--- src/rtl/display_scan.sv ---
// Two-digit multiplexed 7-segment scanner with shadow/active pattern buffering.
// Optional leading-zero blanking of the tens digit: define DISPLAY_SCAN_LZB_EN.
module display_scan #(
   parameter int DIV = 50000,
   parameter int GAP = 500
) (
   input  logic       clk,
   input  logic       rst_n,
   input  logic [6:0] seg_tens,
   input  logic [6:0] seg_ones,
   input  logic       load,
   output logic [6:0] seg,
   output logic [1:0] an,
   output logic       frame
);

   localparam int MAXC = (DIV > GAP) ? DIV : GAP;
   localparam int CW   = (MAXC > 1) ? $clog2(MAXC) : 1;
   localparam logic [CW-1:0] DIV_LAST = CW'(DIV - 1);
   localparam logic [CW-1:0] GAP_LAST = CW'(GAP - 1);
   localparam logic [6:0]    BLANK    = 7'b1111111;

   typedef enum logic [1:0] {
      SHOW_ONES = 2'd0,
      GAP1      = 2'd1,
      SHOW_TENS = 2'd2,
      GAP0      = 2'd3
   } state_t;

   state_t        state_reg, state_next;
   logic [CW-1:0] cnt_reg, cnt_next;
   logic [6:0]    sh_tens_reg, sh_ones_reg;
   logic [6:0]    ac_tens_reg, ac_ones_reg;
   logic          last_cnt;

   always_ff @(posedge clk or negedge rst_n) begin
      if (!rst_n) begin
         state_reg   <= SHOW_ONES;
         cnt_reg     <= '0;
         sh_tens_reg <= BLANK;
         sh_ones_reg <= BLANK;
         ac_tens_reg <= BLANK;
         ac_ones_reg <= BLANK;
      end else begin
         state_reg <= state_next;
         cnt_reg   <= cnt_next;
         if (load) begin
            sh_tens_reg <= seg_tens;
            sh_ones_reg <= seg_ones;
         end
         // Active pair takes the pre-load shadow value at the frame boundary.
         if (state_reg == GAP0 && last_cnt) begin
            ac_tens_reg <= sh_tens_reg;
            ac_ones_reg <= sh_ones_reg;
         end
      end
   end

   always_comb begin
      state_next = state_reg;
      cnt_next   = cnt_reg + CW'(1);
      if (state_reg == SHOW_ONES || state_reg == SHOW_TENS)
         last_cnt = (cnt_reg == DIV_LAST);
      else
         last_cnt = (cnt_reg == GAP_LAST);
      if (last_cnt) begin
         cnt_next = '0;
         case (state_reg)
            SHOW_ONES: state_next = GAP1;
            GAP1:      state_next = SHOW_TENS;
            SHOW_TENS: state_next = GAP0;
            default:   state_next = SHOW_ONES;
         endcase
      end
   end

   always_comb begin
      an    = 2'b11;
      seg   = BLANK;
      frame = (state_reg == GAP0) && (cnt_reg == GAP_LAST);
      case (state_reg)
         SHOW_ONES: begin
            an  = 2'b10;
            seg = ac_ones_reg;
         end
         SHOW_TENS: begin
`ifdef DISPLAY_SCAN_LZB_EN
            if (ac_tens_reg != 7'b1000000) begin
               an  = 2'b01;
               seg = ac_tens_reg;
            end
`else
            an  = 2'b01;
            seg = ac_tens_reg;
`endif
         end
         default: begin
            an  = 2'b11;
            seg = BLANK;
         end
      endcase
   end

endmodule
--- config.mk ---
export PLATFORM = sky130hd
export DESIGN_NAME = display_scan
export DESIGN_NICKNAME = d
export VERILOG_FILES = /design/src/rtl/display_scan.sv
export SDC_FILE = /design/constraint.sdc
export NUM_CORES = 1
export LEC_CHECK = 0
export ABC_AREA = 1
export CORE_MARGIN = 3
export CORE_UTILIZATION = 60
export DETAILED_ROUTE_END_ITERATION = 7
export PLACE_DENSITY = 0.84
export SLEW_MARGIN = 20
export SYNTH_ARGS = -nofsm -noshare
export SYNTH_HDL_FRONTEND = slang
export SYNTH_SLANG_ARGS = --single-unit
--- constraint.sdc ---
create_clock -name clk -period 3.8 [get_ports clk]
set_input_delay 0.38 -clock clk [delete_from_list [all_inputs] [get_ports clk]]
set_output_delay 0.38 -clock clk [all_outputs]
set_load 0.05 [all_outputs]
## Word level (Yosys, flattened, before mapping)

Cells that the tools add are included.

- Flip-flop bits (word level): 46
- Logic and storage cells: 21

- Add/sub/neg operators: 1
- Equal/unequal tests: 5
- Multiplexer cells: 5
- Reductions and logical operators: 4

Operators with widths:

| cell | count |
|---|---|
| adder 16 x 1 -> 16 bit, second input constant | 1 |
| == test 16 bit, second input constant | 1 |
| == test 16 x 9 -> 1 bit, second input constant | 1 |
| 2-to-1 mux 16 bit | 1 |
| one-hot mux 7 bit (2 select lines) | 1 |
| one-hot mux 2 bit (3 select lines) | 1 |
| == test 2 bit, second input constant | 2 |
| one-hot mux 2 bit (2 select lines) | 1 |
| == test 2 x 1 -> 1 bit, second input constant | 1 |
| logical AND 1 bit | 2 |
| zero test 2 bit | 1 |
| logical OR 1 bit | 1 |
| 2-to-1 mux 1 bit | 1 |

## Longest topological paths before layout

- Depth in word-level cells: 4
- Mapped depth: 13
- Depth with buffers taken out: 11

## Worst setup path before layout

Ideal clock, no wire load.

- Path kind: register -> output
- Start: reg state_reg[0]
- End: out seg[0]
- Arrival: 1.359 ns
- Data required time: 3.420 ns
- Path slack: 2.061 ns
- Cell stages (with the launch flop): 7
- Buffers on the path: 1
- Cells stage by stage: dfrtp_1 inv_1 ha_1 buf_4 inv_4 nand2_8 nand3_1

- Longest elaborated chain between the ends: 2
- Elaborated cells on any way between the ends: 3
- Classes of those cells: 1 x eq/ne; 1 x mux; 1 x reduce/logical

Ends and longest elaborated chain:

| item | RTL line | RTL |
|---|---|---|
| from (decl) | 30 | `state_t state_reg, state_next;` |
| from (signal assigned) | 45 | `state_reg <= state_next;` |
| == test 2 bit or zero test 2 bit (tied branches) | 81 | `case (state_reg)` |
| one-hot mux 7 bit (2 select lines) * | 81 |  |
| to (decl) | 12 | `output logic [6:0] seg,` |

Mark *: on every way between the ends. The rest lies on a longest branch, timed or not.

## Worst setup path in the final report

- Start: reg state_reg[1]
- End: out frame

- Longest elaborated chain between the ends: 2

Ends and longest elaborated chain:

| item | RTL line | RTL |
|---|---|---|
| == test 2 bit | 80 | `frame = (state_reg == GAP0) && (cnt_reg == GAP_LAST);` |
| logical AND 1 bit | 80 |  |
| to (decl) | 14 | `output logic frame` |

No other way between the ends.

==> impl_metrics.env <==
export IMPL_synth_nets=275
export IMPL_grt_pass1_vias=1753
export IMPL_maxCapViolations=0
export IMPL_startpoint_type="flip-flop"
export IMPL_cts_setup_buffers=0
export IMPL_crit_required_ns=3.42
export IMPL_synth_area_leaders="dfstp_2 31%, dfrtp_1 19%, nand2_1 10%, mux2_2 6.7%, nand3_1 6.4%"
export IMPL_status="finished, final reports clean"
export IMPL_power_density_nw_per_um2=333
export IMPL_syn_to_final_growth_pct=15.3
export IMPL_crit_type="reg2out"
export IMPL_via_per_inst=5.31
export IMPL_crit_path_end_kind="primary output"
export IMPL_start_util=0.630
export IMPL_rrSetupSlack_ns=1.74
export IMPL_synth_top_cell_by_area="dfstp_2"
export IMPL_dieArea_sq_um=4680
export IMPL_num_rows=22
export IMPL_min_path_type="in2async"
export IMPL_postLayoutCoreUtil=0.726
export IMPL_synth_warnings=0
export IMPL_yosysTopAreaCellShare=0.314
export IMPL_port_buffers=26
export IMPL_clock_fmax_mhz=367
export IMPL_antenna_found_initial=0
export IMPL_arrival_ns=2.35
export IMPL_slew_headroom=0.348
export IMPL_finalCritPeriodShare=0.718
export IMPL_worstMarginPinSlew_ns=0.979
export IMPL_htreeDepth=2
export IMPL_layout_min_cycle_time_ns=2.73
export IMPL_finalSetupViolCount=0
export IMPL_slowest_stage="clkdlybuf4s50_1"
export IMPL_drc_errors=0
export IMPL_cts_buffers=5
export IMPL_clk_pin_slew_ns=0.08
export IMPL_dr_pass1_iters=4
export IMPL_routed_wirelength_microns=4340
export IMPL_place_gp_congestion=0.855
export IMPL_synth_simple_gate_area_frac=0.288
export IMPL_clkSinkCount=46
export IMPL_ys_seq_elements=46
export IMPL_grt_pass1_wl_microns=7470
export IMPL_avgSynthCellArea_sq_um=9.21
export IMPL_finalHoldViolCount=0
export IMPL_grt_overflow=0
export IMPL_io_pin_count=27
export IMPL_wire_per_inst_microns=13.2
export IMPL_synthMuxAreaShare=0.0674
export IMPL_cp_num_buf_inv=1
export IMPL_core_sq_um=3720
export IMPL_synth_compound_area_frac=0.0118
export IMPL_synthXorXnorAreaFrac=0.0299
export IMPL_cts_path_max_buffers=2
export IMPL_setup_tns_final_ns=0
export IMPL_rsz0062_at_grt="false"
export IMPL_cp_top_family="buffers and inverters"
export IMPL_worstPathMaxFanout=16
export IMPL_fillCellCount=277
export IMPL_cts_tree="built"
export IMPL_largest_reg_flops=16
export IMPL_syn_inst=254
export IMPL_dp_hpwl_microns=3070
export IMPL_vias=1748
export IMPL_synth_adder_area_share=0.0214
export IMPL_drtIter0Drc=112
export IMPL_cts_repair_resized=0
export IMPL_finalMaxSlewViolations=0
export IMPL_die_height_microns=68.4
export IMPL_synth_top_family_by_area="simple AND/OR/NAND/NOR gates"
export IMPL_max_stage_delay_ns=0.80
export IMPL_final_nets=301
export IMPL_drive_gt1_frac=0.242
export IMPL_final_setup_skew_ns=0.00663
export IMPL_insertedDiodeCount=0
export IMPL_ir_drop_mv=0.256
export IMPL_seq_area_frac_synth=0.507
export IMPL_grtUsageTotal=0.213
export IMPL_syn_area_sq_um=2340
export IMPL_hold_buffers=0
export IMPL_ys_types=30
export IMPL_clkLatencyLatePin_ns=0.30
export IMPL_p_leak_nw=1.25
export IMPL_die_width_microns=68.4
export IMPL_cts_root_buf="clkbuf_8"
export IMPL_cp_cell_sequence="ha_1 -> and3_1 -> clkdlybuf4s50_1"
export IMPL_grt_start_max_net_pins=47
export IMPL_ant_nets=0
-- area by class of cell --
type / count / area, sq um / share of cell area
Sequential cell: 46 / 1190 / 0.440
Multi-Input combinational cell: 173 / 980 / 0.363
Timing Repair Buffer: 26 / 255 / 0.0946
Inverter: 28 / 113 / 0.0417
Clock buffer: 7 / 97.6 / 0.0362
Tap cell: 48 / 60.1 / 0.0223
Clock inverter: 1 / 6.26 / 0.00232
-- cell usage in the layout, fill, tap and decap left out, types with 2 or more instances in the layout --
master,instances
nand2_1,65
mux2_2,14
ha_1,4
nor2_1,28
a21oi_1,2
clkinv_2,2
o21ai_0,2
nand2_2,4
inv_4,3
nor3_1,5
xor2_1,7
nand2_4,3
clkbuf_8,5
dfrtp_1,18
dfstp_2,28
nand3_1,30
inv_1,23
clkdlybuf4s50_1,25
-- worst paths after layout --
check / end / cells after the start / start
worst max-delay path: frame / 3 / state_reg[1]
worst min-delay path: state_reg[1] / 1 / rst_n
worst max register to register: ac_ones_reg[6] / 11 / state_reg[0]
worst min register to register: ac_tens_reg[3] / 2 / ac_tens_reg[3]
max in group asynchronous: cnt_reg[2] / 1 / rst_n
min in group clk: ac_tens_reg[3] / 2 / ac_tens_reg[3]
-- Yosys cell counts (all sizes together) --
| cell | count |
|---|---|
| xor2 | 7 |
| mux2 | 14 |
| buf | 6 |
| nand2 | 73 |
| nand3 | 32 |
| clkinv | 2 |
| a21oi | 2 |
| o21ai | 2 |
| and3 | 1 |
| xnor2 | 1 |
| clkbuf | 1 |
| nor2 | 31 |
| o21bai | 1 |
| dfrtp | 18 |
| ha | 4 |
| dfstp | 28 |
| nor3 | 5 |
| inv | 26 |
-- per-stage QoR --
stage	setup slack, ns	total power, mW	hold WS (ns)	instance area (sq um)	instances
2_1_floorplan	2.06	0.548	0.0844	2340	254
3_3_place_gp	1.50	0.576	0.446	2590	321
3_5_place_dp	1.44	0.577	0.455	2590	321
4_1_cts	1.11	0.905	0.266	2700	329
5_1_grt	1.02	0.933	0.300	2700	329
6_report	1.07	0.897	0.243	2700	329
-- power by group --
part	switching, mW	internal (mW)
sequential	0.00761	0.516
combinational	0.0171	0.0268
clock	0.159	0.170
-- worst register-to-register path: stages (launching register included) --
cell     delay, ns
dfrtp_1       0.41
inv_1         0.09
ha_1          0.40
inv_4         0.09
nand2_8       0.11
nand2_2       0.06
nor2_2        0.09
nand3_2       0.11
nand2_4       0.27
nand2_4       0.18
nand2_1       0.12
nand2_1       0.07
-- routing by layer --
layer / wire length, microns / vias to the layer above / GRT usage / share of wire
met5: 0 / - / 0 / 0
met3: 260 / 11 / 0.0525 / 0.060
li1: - / 847 / - / -
met2: 2140 / 60 / 0.371 / 0.49
met1: 1850 / 830 / 0.256 / 0.43
met4: 90 / 0 / 0.0695 / 0.021
-- cells by family (layout without fill, tap and decap cells) --
group                    count (synthesis)  after routing
XOR/XNOR                                 8              8
multiplexers                            14             14
AO/OA/AOI/OAI                            5              5
flip-flops                              46             46
buffers and inverters                   35             62
AND/OR/NAND/NOR                        142            142
adder cells (fa/ha/maj)                  4              4
Note: power is estimated with default switching activity, not from simulation.
==> variant, RTL diff (same settings) <==
The parameter `DIV` goes from 50000 to 200000.
--- a/src/rtl/display_scan.sv
+++ b/src/rtl/display_scan.sv
@@ -1,7 +1,7 @@
 // Two-digit multiplexed 7-segment scanner with shadow/active pattern buffering.
 // Optional leading-zero blanking of the tens digit: define DISPLAY_SCAN_LZB_EN.
 module display_scan #(
-   parameter int DIV = 50000,
+   parameter int DIV = 200000,
    parameter int GAP = 500
 ) (
    input  logic       clk,
Behaviour: same outputs for any inputs over 10 cycles, from zero or initial values and one cycle with rst_n low; that may be too few to reach the edited logic, so the function may still have changed.
==> variant against the original RTL <==
Final area grew 8.1%; non-clock buffer count is the same; sequential share of layout area shrank 1.6 points; sequential cell count grew 2; final cell count grew 12%; global-route usage grew 0.83 points; worst setup slack gained 0.030 ns; area after synthesis grew 9.5%; routed wire length grew 18%; first-iteration DRC count shrank 21%; power grew 6.1%; die area grew 8.7%; core utilization shrank 0.71 points; via count grew 12%.
==> variant: results (changes against the original RTL) <==
Status: finished, final reports clean (unchanged)
Post-synthesis mux area share: 6.15% (was 6.74%)
Synth warnings: 0 (unchanged)
Arr. time, crit path: 2.32 ns (was 2.35 ns)
Yosys cell types: 31 (was 30)
Gate Count Post-Synth: 292 (was 254)
PortBufs: 26 (unchanged)
Worst Reg-to-Reg Cells: 10 (was 11)
Syn nets: 313 (was 275)
Compound-Gate Fraction of Synth Area: 0.586% (was 1.18%)
P_sw: 193 µW (was 184 µW)
Number of flip-flops in the largest register: 18 (was 16)
Leakage: 0.00132 µW (was 0.00125 µW)
Share of cells above drive strength 1: 23.9% (was 24.2%)
Total track usage: 22.1% (was 21.3%)
Adder-Cell Fraction of Synth Area: 1.95% (was 2.14%)
Worst setup slack after placement: 1.47 ns (was 1.44 ns)
DPL Wire Length: 3740 µm (was 3070 µm)
Vias in the first global route: 1,879 (was 1,753)
First-pass GRT wire length: 8770 µm (was 7470 µm)
Initial DRC Count: 88 (was 112)
Tmin final: 2.70 ns (was 2.73 ns)
DP Cell Count: 360 (was 321)
Synth area leaders: dfstp_2 29%, dfrtp_1 20%, nand2_1 11%, nand3_1 6.4%, mux2_2 6.2% (was dfstp_2 31%, dfrtp_1 19%, nand2_1 10%, mux2_2 6.7%, nand3_1 6.4%)
Largest net degree at the start of global routing: 49 (was 47)
P_comb: 45.1 µW (was 43.9 µW)
Sequential cell area fraction in the yosys report: 48.2% (was 50.7%)
Finished Core Util: 71.9% (was 72.6%)
Final #Nets: 338 (was 301)
R2r setup slk: 1.79 ns (was 1.74 ns)
Post-Synth XOR/XNOR Area: 3.76% (was 2.99%)
Max IR drop VDD: 245 µV (was 256 µV)
Pre-Repair DR Iteration Count: 5 (was 4)
Power share of the sequential group: 57.3% (was 58.4%)
Largest delay share family, worst path: buffers and inverters (unchanged)
Least-Margin Pin Slew: 0.687 ns (was 0.979 ns)
Placed Area: 2800 µm² (was 2590 µm²)
Fin Hold WS: 0.0624 ns (was 0.243 ns)
Final Non-Filler Cells: 368 (was 329)
Fillers: 319 (was 277)
Total sequential power: 545 µW (was 524 µW)
Routed len/inst: 13.9 µm (was 13.2 µm)
GP Congestion: 0.886 (was 0.855)
R2r endpoint: ac_ones_reg[1] (was ac_ones_reg[6])
Via density: 5.32 (was 5.31)
Synth cell count leaders: 77 x nand2_1, 38 x nor2_1, 33 x nand3_1 (was 65 x nand2_1, 30 x nand3_1, 28 x dfstp_2, 28 x nor2_1, 23 x inv_1)
Layout Skew: 0.0140 ns (was 0.00663 ns)
Crit path max fanout: 16 (unchanged)
==> variant: cell count changes after synthesis, sizes merged, moves of 3 or more <==
cell   before  now
nand2      73   82
nand3      32   36
nor2       31   43
nor3        5   10
xor2        7   10
==> variant: worst reg2reg max path, cell delays in order, from the launching register on <==
cell	delay, ns
dfrtp_1	0.41
inv_1	0.08
ha_1	0.46
nor2_8	0.09
inv_4	0.12
nand2_1	0.08
nor2_2	0.09
nand3b_2	0.12
nand2_4	0.26
nand3_1	0.11
nand2_1	0.13
==> variant: per-layer routing <==
metal | track usage [%] | part of all wire, % | wire (µm)
met2 | 34.9 | 49 | 2510
met1 | 30.5 | 46 | 2370
met3 | 4.35 | 3.6 | 182
met5 | 0 | 0 | 0
met4 | 7.93 | 1.3 | 68
==> variant: layout make-up <==
type	instances	area share (%)
Sequential cell	48	42.4
Clock inverter	3	1.46
Tap cell	50	2.15
Clock buffer	5	2.36
Multi-Input combinational cell	208	39.1
Inverter	28	3.69
Timing Repair Buffer	26	8.84
